## src/rtl/uart_pkt_pkg.sv

```systemverilog
// Shared definitions for the UART packet framing controller: FSM states,
// error cause codes and the default frame start marker.
package uart_pkt_pkg;

    typedef enum logic [2:0] {
        ST_IDLE    = 3'd0,
        ST_LEN     = 3'd1,
        ST_PAYLOAD = 3'd2,
        ST_CSUM    = 3'd3,
        ST_HOLD    = 3'd4
    } pkt_state_t;

    localparam logic [1:0] ERR_TIMEOUT = 2'd0;
    localparam logic [1:0] ERR_LEN     = 2'd1;
    localparam logic [1:0] ERR_CSUM    = 2'd2;
    localparam logic [1:0] ERR_OVERRUN = 2'd3;

    localparam logic [7:0] DEFAULT_SYNC_BYTE = 8'hA5;

    // 8-bit additive checksum step; the carry is intentionally discarded
    function automatic logic [7:0] csum_add(input logic [7:0] acc, input logic [7:0] data);
        return acc + data;
    endfunction

endpackage

```

## src/rtl/uart_pkt_buf.sv

```systemverilog
// Payload buffer: synchronous write, registered read. Storage is not reset;
// only the read register is, so rd_data comes out of reset as zero.
module uart_pkt_buf #(
    parameter int DEPTH = 16,
    parameter int AW    = $clog2(DEPTH)
) (
    input  logic          clk,
    input  logic          rst_n,
    input  logic          we,
    input  logic [AW-1:0] waddr,
    input  logic [7:0]    wdata,
    input  logic [AW-1:0] raddr,
    output logic [7:0]    rdata
);

    logic [7:0] mem [DEPTH];

    always_ff @(posedge clk) begin
        if (we) begin
            mem[waddr] <= wdata;
        end
    end

    always_ff @(posedge clk) begin
        if (!rst_n) begin
            rdata <= 8'h00;
        end else begin
            rdata <= mem[raddr];
        end
    end

endmodule

```

## src/rtl/uart_rx_pkt_ctrl.sv

```systemverilog
// Framing controller behind the UART receiver: hunts SYNC, parses
// SYNC/LEN/payload/CSUM frames and holds verified packets for a consumer.
//
// state   | meaning
// --------+-----------------------------------------------------------
// IDLE    | hunting for SYNC_BYTE, other bytes ignored
// LEN     | waiting for length byte (1..MAX_LEN legal)
// PAYLOAD | storing payload bytes into the buffer, summing checksum
// CSUM    | waiting for checksum byte, compare against running sum
// HOLD    | verified packet presented; incoming bytes are overruns
module uart_rx_pkt_ctrl
    import uart_pkt_pkg::*;
#(
    parameter logic [7:0] SYNC_BYTE    = DEFAULT_SYNC_BYTE,
    parameter int         MAX_LEN      = 16,
    parameter int         TIMEOUT_CLKS = 208320,
    localparam int        LW           = $clog2(MAX_LEN + 1),
    localparam int        AW           = $clog2(MAX_LEN)
) (
    input  logic          clk,
    input  logic          rst_n,
    input  logic          rx_dv,
    input  logic [7:0]    rx_byte,
    output logic          pkt_valid,
    input  logic          pkt_ready,
    output logic [LW-1:0] pkt_len,
    input  logic [AW-1:0] rd_addr,
    output logic [7:0]    rd_data,
    output logic          err_pulse,
    output logic [1:0]    err_code,
    output logic          busy
);

    localparam int         TW         = $clog2(TIMEOUT_CLKS + 1);
    localparam logic [TW-1:0] TIMER_LOAD = TW'(TIMEOUT_CLKS - 1);
    localparam logic [7:0] MAX_LEN_B  = 8'(MAX_LEN);

    pkt_state_t    state;
    logic [LW-1:0] len;
    logic [AW-1:0] idx;
    logic [7:0]    csum;
    logic [TW-1:0] timer;

    logic timed;
    logic expired;
    logic buf_we;
    logic last_payload;

    assign timed        = (state == ST_LEN) || (state == ST_PAYLOAD) || (state == ST_CSUM);
    // a byte on the terminal-count cycle reloads the timer instead of firing
    assign expired      = timed && !rx_dv && (timer == '0);
    assign buf_we       = (state == ST_PAYLOAD) && rx_dv;
    assign last_payload = (LW'(idx) == (len - LW'(1)));
    assign busy         = (state != ST_IDLE);

    uart_pkt_buf #(
        .DEPTH (MAX_LEN),
        .AW    (AW)
    ) u_buf (
        .clk   (clk),
        .rst_n (rst_n),
        .we    (buf_we),
        .waddr (idx),
        .wdata (rx_byte),
        .raddr (rd_addr),
        .rdata (rd_data)
    );

    always_ff @(posedge clk) begin
        if (!rst_n) begin
            state     <= ST_IDLE;
            pkt_valid <= 1'b0;
            pkt_len   <= '0;
            err_pulse <= 1'b0;
            err_code  <= ERR_TIMEOUT;
            len       <= '0;
            idx       <= '0;
            csum      <= 8'h00;
            timer     <= '0;
        end else begin
            err_pulse <= 1'b0;

            // inter-byte timer: reload on any byte and whenever not inside a frame
            if (timed && !rx_dv) begin
                timer <= timer - TW'(1);
            end else begin
                timer <= TIMER_LOAD;
            end

            case (state)
                ST_IDLE: begin
                    if (rx_dv && (rx_byte == SYNC_BYTE)) begin
                        state <= ST_LEN;
                    end
                end

                ST_LEN: begin
                    if (rx_dv) begin
                        if ((rx_byte == 8'h00) || (rx_byte > MAX_LEN_B)) begin
                            err_pulse <= 1'b1;
                            err_code  <= ERR_LEN;
                            state     <= ST_IDLE;
                        end else begin
                            len   <= rx_byte[LW-1:0];
                            csum  <= rx_byte;
                            idx   <= '0;
                            state <= ST_PAYLOAD;
                        end
                    end else if (expired) begin
                        err_pulse <= 1'b1;
                        err_code  <= ERR_TIMEOUT;
                        state     <= ST_IDLE;
                    end
                end

                ST_PAYLOAD: begin
                    if (rx_dv) begin
                        csum <= csum_add(csum, rx_byte);
                        idx  <= idx + AW'(1);
                        if (last_payload) begin
                            state <= ST_CSUM;
                        end
                    end else if (expired) begin
                        err_pulse <= 1'b1;
                        err_code  <= ERR_TIMEOUT;
                        state     <= ST_IDLE;
                    end
                end

                ST_CSUM: begin
                    if (rx_dv) begin
                        if (rx_byte == csum) begin
                            pkt_valid <= 1'b1;
                            pkt_len   <= len;
                            state     <= ST_HOLD;
                        end else begin
                            err_pulse <= 1'b1;
                            err_code  <= ERR_CSUM;
                            state     <= ST_IDLE;
                        end
                    end else if (expired) begin
                        err_pulse <= 1'b1;
                        err_code  <= ERR_TIMEOUT;
                        state     <= ST_IDLE;
                    end
                end

                ST_HOLD: begin
                    // buffer is frozen here: bytes (SYNC included) are dropped
                    if (rx_dv) begin
                        err_pulse <= 1'b1;
                        err_code  <= ERR_OVERRUN;
                    end
                    if (pkt_valid && pkt_ready) begin
                        pkt_valid <= 1'b0;
                        state     <= ST_IDLE;
                    end
                end

                default: begin
                    state <= ST_IDLE;
                end
            endcase
        end
    end

endmodule

```

## config.mk

```make
export PLATFORM = sky130hd
export DESIGN_NAME = uart_rx_pkt_ctrl
export DESIGN_NICKNAME = d
export VERILOG_FILES = /design/src/rtl/uart_pkt_pkg.sv /design/src/rtl/uart_pkt_buf.sv /design/src/rtl/uart_rx_pkt_ctrl.sv
export SDC_FILE = /design/constraint.sdc
export NUM_CORES = 1
export LEC_CHECK = 0
export BUFFER_PORTS_ARGS = -buffer_cell sky130_fd_sc_hd__buf_2
export CORE_ASPECT_RATIO = 1.5
export CORE_MARGIN = 3
export CORE_UTILIZATION = 65
export DETAILED_ROUTE_END_ITERATION = 8
export GPL_TIMING_DRIVEN = 0
export PLACE_DENSITY = 0.83
export SLEW_MARGIN = 0
export SYNTH_ARGS = -nofsm -noshare
export SYNTH_HDL_FRONTEND = slang
export SYNTH_SLANG_ARGS = --single-unit
```

## constraint.sdc

```tcl
create_clock -name clk -period 3.99 [get_ports clk]
set_input_delay 0.1995 -clock clk [delete_from_list [all_inputs] [get_ports clk]]
set_output_delay 0.1995 -clock clk [all_outputs]
set_load 0.05 [all_outputs]
```

Yosys cells after proc, flatten, opt, wreduce, memory -nomap -nowiden
Memories as Yosys holds them, arrays and structs flattened. A register that Yosys moved wholly into a read port is not among the register bits. Index checks and enable logic that the tools add are counted. Widths: inputs -> output; s select.

Register bits after elaboration: 47. Latch bits: 0. Memory bits (writable): 128. Bits in read-only memories: 0. Word-level logic and storage cells: 101. Memories: 1.

Add/sub/neg operators: 4. Multiply operators: 0. Divide/modulo/power cells: 0. Order comparisons: 1. Equal/unequal tests: 19. Shift operators: 0. Multiplexer cells: 41. Bitwise gates (word level): 1. Reduce and logical (&&, ||, !) cells: 24.

Memories: u_buf.mem (words 16, bits a word 8, rd ports 1, clocked after memory_dff 1, write ports 1, RTL line uart_pkt_buf.sv:16) `logic [7:0] mem [DEPTH];`.

Operator list (number): $mux 3 (8); $mux 8 (3); $logic_not 18->1 (1); $mux 18 (1); $sub 18x1->18 const B (1); $mux 2 (8); $ne 2x2->1 const B (8); $pmux 8 s2 (1); $pmux 3 s5 (1); $mux 1 (12); $mux 4 (3); $reduce_and 3->1 (3); $add 8x8->8 (1); $eq 8x8->1 (1); $eq 8x8->1 const B (1); $gt 8x5->1 const B (1); $logic_not 8->1 (1); $pmux 2 s4 (1); $pmux 4 s2 (1); $reduce_and 4->1 (2); $eq 3x2->1 const B (2); $ne 3x3->1 const B (2); $eq 4x5->1 (1); $logic_and 1x1->1 (5); 17 further kinds (21).

Logic depth before layout (Yosys ltp)
Gate-level depths: netlist of the first run.

Depth in word-level cells: 8. Gate-level depth with buffers: 9. Depth with buffers taken out: 8.

Modules after synthesis
A second synthesis of the first run with hierarchy kept.

Cell total of the unflattened synthesis: 518. Area total of the unflattened synthesis: 7768.7 µm².

By module, submodules not included: uart_pkt_buf (instances 1, cells an instance 228, area each 5162.5 µm², seq. area each 4003.8 µm²); uart_rx_pkt_ctrl (instances 1, cells an instance 290, area each 2606.2 µm², seq. area each 940.9 µm²).

Worst setup path before layout of the first run
No wires, ideal clock.

Kind: reg-to-reg. Start: register state[2]. End: memory u_buf.mem[0][0] (enable). Arrival time: 1905 ps. Data required time: 3595 ps. Setup slack: 1690 ps. Stages on the path, launching flop included: 6. Path buffers: 2. Clock period less this slack: 2300 ps. Path through: dfxtp_1 > clkbuf_1 > nor3b_1 > buf_2 > nand2_1 > nor4_1.

Cells in the longest elaborated chain, start to end: 4.

Ends and longest elaborated chain: start, declared (RTL line uart_rx_pkt_ctrl.sv:38) `pkt_state_t state;`; start signal, assigned (RTL line uart_rx_pkt_ctrl.sv:71) `state <= ST_IDLE;`; start signal, assigned (RTL line uart_rx_pkt_ctrl.sv:93) `state <= ST_LEN;`; start signal, assigned (RTL line uart_rx_pkt_ctrl.sv:102) `state <= ST_IDLE;`; $eq 3x2->1 (RTL line uart_rx_pkt_ctrl.sv:52) `assign buf_we = (state == ST_PAYLOAD) && rx_dv;`; $logic_and 1x1->1 (RTL line uart_rx_pkt_ctrl.sv:52); $mux 1 (RTL line uart_pkt_buf.sv:19) `if (we) begin`; $mux 1 (not written as such) (RTL line uart_pkt_buf.sv:20) `mem[waddr] <= wdata;`; end, declared (RTL line uart_pkt_buf.sv:16).

No other way between the ends.

Worst setup path after layout of the first run
Start: register state[2]. End: memory u_buf.mem[12][4] (enable).

Same word-level chain as after synthesis.

==> results of run 1 <==
worst reg2reg max path, stage by stage (launching register included):
cell	delay [ps]
dfxtp_1	300
clkbuf_1	190
nor3b_1	230
buf_2	280
and2_1	310
nand3_1	170
nor2_1	650
power by group through the flow:
stage	Clock, mW	Combinational [mW]	Sequential, mW
6_report	1.61	0.196	2.05
5_1_grt	1.71	0.213	2.05
4_1_cts	1.62	0.198	2.05
3_5_place_dp	0	0.196	2.09
3_3_place_gp	0	0.189	2.09
2_1_floorplan	0	0.105	2.11
logic make-up (layout without fill, tap and decap cells):
| family | Yosys count | after routing | share of synthesized area [%] |
|---|---|---|---|
| muxes | 49 | 49 | 12.83 |
| and+or+nand+nor | 140 | 140 | 9.524 |
| adders and majority gates | 15 | 15 | 2.527 |
| AOI/OAI and AO/OA | 71 | 71 | 5.620 |
| DFF | 183 | 183 | 64.01 |
| buffers and inverters | 47 | 111 | 2.429 |
| xor gates and xnor gates | 27 | 27 | 3.061 |
sequential cells by signal (all words and copies together), names as in the netlist:
| signal | flops |
|---|---|
| u_buf.mem | 128 |
| timer | 18 |
| csum | 8 |
| u_buf.rdata | 8 |
| len | 5 |
| pkt_len | 5 |
| idx | 4 |
| state | 3 |
| err_code | 2 |
| err_pulse | 1 |
| pkt_valid | 1 |
worst max-delay path by stage:
stage,to,start,slack [ps]
detailed placement,u_buf.mem[12][5],state[2],1530
finish,u_buf.mem[12][4],state[2],1480
CTS,u_buf.mem[12][4],state[2],1520
global route,u_buf.mem[12][4],state[2],1300
floorplan,u_buf.mem[0][0],state[2],1690
global placement,u_buf.mem[1][1],state[2],740
layer usage:
metal | vias to the layer above | GRT usage [%] | wire (um)
met2 | 171 | 48.29 | 9235
li1 | 2113 | - | -
met1 | 2285 | 32.65 | 5902
met4 | 0 | 9.125 | 503
met5 | - | 0 | 0
met3 | 44 | 6.814 | 861
layout make-up:
class	instances	area (um2)	share of cell area (%)
clock buffers	19	452.9	5.217
plain buffers	25	105.1	1.211
multi-input cells	302	2618	30.15
clock inverters	13	121.4	1.398
inverters	22	82.58	0.9511
well taps	150	187.7	2.162
flip-flops and latches	183	4945	56.95
repair buffers	32	170.2	1.960
cells in the final DEF, fill, tap and decap left out, types with 16 or more instances in the layout:
cell type  Yosys  layout
buf_2          9      37
nor2_1        44      44
a21oi_1       34      34
dfxtp_1       55      55
edfxtp_1     128     128
inv_1         22      22
and2_1        16      16
xnor2_1       17      17
clkbuf_16      0      17
nand2_1       27      27
mux4_2        40      40
through the flow:
| stage | util [%] | cell area (um2) | instances |
|---|---|---|---|
| floorplan | - | 7725 | 532 |
| global placement | 69.47 | 8053 | 710 |
| detailed placement | 69.95 | 8108 | 714 |
| CTS | 74.90 | 8682 | 746 |
| global route | 74.90 | 8682 | 746 |
| finish | 74.90 | 8682 | 746 |
==> metrics.md, run 1 <==
| Metric | Value |
|---|---|
| Outcome | finished, final reports clean |
| HPWL Detailed | around 11,000 um |
| GRT Overall Usage | 27.48% |
| Setup_tns | 0 ps |
| Number of global-route vias before repair | 4,634 |
| Crit start category | register |
| Clock sink count | 183 |
| Global-route wire length before repair | about 26,000 um |
| Seq cells post-synth | 183 |
| Top cells by area, synth | edfxtp_1 50%, dfxtp_1 14%, mux4_2 12% |
| Synth async-reset ratio | 0% |
| Post-CTS sizing | 0 |
| R2R depth | 6 |
| Worst path bufs/invs | 2 |
| Net Sw Frac | 21.81% |
| Hold Path Depth | 3 |
| PD cells | about 440 nW/um2 |
| DIE HEIGHT | 139.5 um |
| Antenna Violating Nets Remaining | 0 |
| Part of the power in registers | ~53% |
| Max Clk Rate | approximately 0.40 GHz |
| TritonCTS Buffers | 17 |
| R2R Path Start | state[2] |
| Port Buffer Count | 28 |
| Slew Limit Fails | 0 |
| Final WL | 16,500 um |
| Period minus WS final | around 2500 ps |
| Setup bufs post-CTS | 0 |
| Std-Cell Rows | between 40 and 50 |
| CTS Buffer Depth | 2 |
| Crit-path cells | clkbuf_1 > nor3b_1 > buf_2 > and2_1 > nand3_1 > nor2_1 |
| Io pins | 34 |
| Post-synth top area cell | edfxtp_1 |
| Detailed Routing Iterations Pass 1 | 5 |
| Top cells by count, synth | 128 x edfxtp_1, 55 x dfxtp_1, 44 x nor2_1 |
| Reg-to-reg endpoint | u_buf.mem[12][4] |
| Largest net degree at the start of global routing | 23 |
| Fillers | between 600 and 700 |
| Post-synthesis sequential area ratio | ~64% |
| Final worst slack | 1477 ps |
| Syn Std Cell Area | slightly below 8000 um2 |
| Crit path DAT | approximately 2600 ps |
| Power share of the combinational group | a little over 5% |
| Most used flip-flop cell after synthesis | edfxtp_1 |
| Syn. warnings | 0 |
| Worst-path clk slew | roughly 70 ps |
| Total core area | 11,590 um2 |
| Number of flops mapped to enable cells by yosys | between 100 and 150 |
| Crit path capture type | register |
| Die area | ~13,000 um2 |
| Post-synth cell types | 52 |
| Most instantiated library cell after synthesis | edfxtp_1 |
| Die Span X | between 90 and 100 um |
| Syn_nets | 563 |
| Req. time, crit path | about 4000 ps |
| Routability cong. | between 0.8 and 0.9 |
| Net Sw Power | about 0.84 mW |
| Place WS | between 1500 and 2000 ps |
| Clock H-tree levels | 4 |
| WHS Endpoint | state[2] |
| Via density | roughly 6.2 |
| R2R setup slack | 1480 ps |
| Synth Area per Inst | roughly 15 um2 |
| Hold Startpoint | pkt_ready |
| Setup violators final | 0 |
| Max Cap Viol | 0 |
| Area grow syn2layout | 12.39% |
| Setup CP Type | register to register |
| Grt total ovfl | 0 |
| Via count | roughly 4,600 |
| Synth top area share | 49.76% |
| Tcrit/Tclk final | between 60 and 70% |
| Worst VDD drop | around 0.33 mV |
| Hold_buf cts | 0 |
| P_int | around 3.0 mW |
| CTS tree | done |
| Share of layout cells above drive strength 1 | a little over a fifth |
| Initial antenna violation count | 0 |
| Starting DRT DRC Count | 297 |
| CP max FO | 10 |
| Initial Util | about two thirds |
| Final Hold Fails | 0 |
| Relative slew slack | 47.67% |
| Clk pwr share | between 40% and 50% |
| Leakage power | between 2 and 3 nW |
| CP max stage cell | nor2_1 |
| Clk Tree Root Cell | clkbuf_16 |
| Number of remaining DRC errors | 0 |
| Slew @ Worst Pin | 782.0 ps |
| Max Clock Skew | 6.683 ps |
| Clk_lat worst skew | 430 ps |
| CP top delay family | simple AND/OR/NAND/NOR gates |
| RSZ-0062 raised after global routing | false |
| Post-Syn Instances | between 500 and 600 |
| Net count, final | slightly above 600 |
| Hold_ws | between 70 and 80 ps |
| WL per Instance | 22.12 um |
| Hold Path Class | primary input to register |
| Stages on worst setup path | 6 |
| Slowest stage delay, CP | approximately 650 ps |
| Final antenna diode count | 0 |
| Total power draw | between 3 and 4 mW |
Power figures use the tool's default switching activity.
==> run 2, diff against run 1 <==
Settings changed: CORE_UTILIZATION 65 to 55, PLACE_DENSITY 0.83 to 0.75.
Clock period 3.99 ns to 2.03 ns, I/O delays scaled along.
==> metrics.md, run 2 (same netlist as run 1, synthesis figures left out) <==
| Metric | Value |
|---|---|
| R2R depth | 5 |
| Register cell area after layout | around 5000 um2 |
| Setup violators final | 0 |
| Max Cap Viol | 0 |
| Largest register FFs | approximately 130 |
| GRT Overall Usage | between 20 and 25% |
| Worst VDD drop | roughly 0.52 mV |
| WL per Instance | 22.45 um |
| CTS Buffer Depth | 2 |
| CTS tree | done |
| Io pins | 34 |
| Clock sink count | between 150 and 200 |
| RSZ-0062 raised after global routing | true |
| Leakage power | approximately 3 nW |
| Crit. Startpoint | timer[4] |
| Largest regs | u_buf.mem x128, timer x18 |
| Clock H-tree levels | 4 |
| Net count, final | 630 |
| Commonest cells after routing, fill and taps aside | 128 x edfxtp_1, 50 x dfxtp_1, 40 x mux4_2 |
| Hold Startpoint | rx_dv |
| Max Clock Skew | between 10 and 15 ps |
| Slowest stage delay, CP | slightly below 600 ps |
| Area of the multi-input gates | ~2800 um2 |
| Area grow syn2layout | 17.12% |
| Crit path DAT | approximately 2300 ps |
| Fillers | about 940 |
| Most common cell after layout, fill and taps aside | edfxtp_1 |
| Via density | about 6.1 |
| Initial antenna violation count | 0 |
| CP max stage cell | or4_4 |
| Setup CP Type | register to register |
| Final Instance Count excl. Fillers | between 700 and 800 |
| HPWL Detailed | about 11,000 um |
| Hold Path Class | primary input to register |
| Global-route wire length before repair | roughly 27,000 um |
| Largest net degree at the start of global routing | 23 |
| Max Clk Rate | around 0.5 GHz |
| Crit-path cells | or4_4 > nand2b_4 > or4_4 > a31oi_1 > o21bai_1 |
| Largest Register | u_buf.mem |
| Die Span X | a little over 100 um |
| Detailed Routing Iterations Pass 1 | 7 |
| Req. time, crit path | 2340 ps |
| Worst-path clk slew | roughly 70 ps |
| Hold_ws | 90.30 ps |
| Number of global-route vias before repair | ~4,900 |
| Clk Tree Root Cell | clkbuf_16 |
| Initial Util | a little under three fifths |
| Routability cong. | between 0.9 and 1 |
| R2R Path Start | timer[4] |
| Port Buffer Count | 28 |
| PD cells | roughly 830 nW/um2 |
| DIE HEIGHT | 151.2 um |
| Total core area | roughly 14,000 um2 |
| TritonCTS Buffers | 17 |
| Relative slew slack | between 40% and 50% |
| Reg-to-reg endpoint | err_code[0] |
| Crit path capture type | register |
| Via count | around 4,700 |
| Final WL | 17,370 um |
| Slew @ Worst Pin | around 790 ps |
| Period minus WS final | between 2000 and 2500 ps |
| Crit start category | register |
| Placed insts | around 730 |
| Grt total ovfl | 0 |
| R2R setup slack | ~20 ps |
| Starting DRT DRC Count | roughly 260 |
| Share of layout cells above drive strength 1 | between 20% and 30% |
| Final Hold Fails | 0 |
| Worst setup path endpoint | err_code[0] |
| Tcrit/Tclk final | around 99% |
| CP max FO | 5 |
| Slew Limit Fails | 0 |
| Number of remaining DRC errors | 0 |
| CP dominant cell by count | or4_4 |
| Final antenna diode count | 0 |
| Antenna Violating Nets Remaining | 0 |
| Std-Cell Rows | 52 |
| Die area | about 16,000 um2 |
| Clk_lat worst skew | about 420 ps |
| Outcome | finished, final reports clean |
run 2: cell type report:
cell class | count | area share, %
repair buffers | 50 | 4.135
clock buffers | 17 | 4.702
plain buffers | 23 | 1.175
inverters | 22 | 0.9127
well taps | 162 | 2.240
flip-flops and latches | 183 | 54.72
multi-input cells | 302 | 30.78
clock inverters | 15 | 1.328
run 2: how the worst min path moves through the flow:
stage | slack, ps | to | depth (start not counted)
5_1_grt | 90 | state[1] | 3
3_5_place_dp | 410 | state[2] | 3
4_1_cts | 60 | state[1] | 3
2_1_floorplan | 200 | u_buf.mem[0][0] | 0
6_report | 90 | state[1] | 3
3_3_place_gp | 400 | state[2] | 3
run 2: timing repair:
action                                  4_1_cts  5_1_grt
hold endpoints to repair                      1        0
resized for setup                            42       14
hold buffers                                  1        0
cloned                                        0        0
buffers inserted                             11        6
pin swaps                                    11        7
endpoints found under the setup margin      148      149
run 2: through the flow:
stage | utilization (%) | power, mW | setup WS, ps | TNS, ps | area [um2]
floorplan | - | 4.361 | -269.8 | -8635 | 7725
global placement | 59.33 | 4.484 | -1364 | -72000 | 8068
detailed placement | 59.74 | 4.499 | -607.2 | -55630 | 8123
CTS | 65.86 | 7.539 | -5.242 | -5.242 | 8956
global route | 66.53 | 7.731 | -25.19 | -193.5 | 9047
finish | 66.53 | 7.504 | 19.51 | 0 | 9047
run 2: metal layers:
metal | up-vias | GRT usage [%] | wire [um]
li1 | 2152 | - | -
met5 | - | 0 | 0
met1 | 2361 | 28.04 | 6381
met3 | 33 | 4.470 | 677
met4 | 0 | 8.684 | 526
met2 | 149 | 43.95 | 9788
run 2: worst max-delay path, delay by kind of cell, from the launching register on:
kind             cells  cell delay, ps
AND/OR/NAND/NOR      3            1290
flip-flops           1             320
AO/OA/AOI/OAI        2             290
run 2: report_power, final:
group / switching, mW / total, mW / leakage, nW / internal, mW
Clock: 1.48 / 3.08 / 0.259 / 1.60
Sequential: 0.0163 / 4.03 / 1.60 / 4.01
Combinational: 0.252 / 0.401 / 1.21 / 0.149
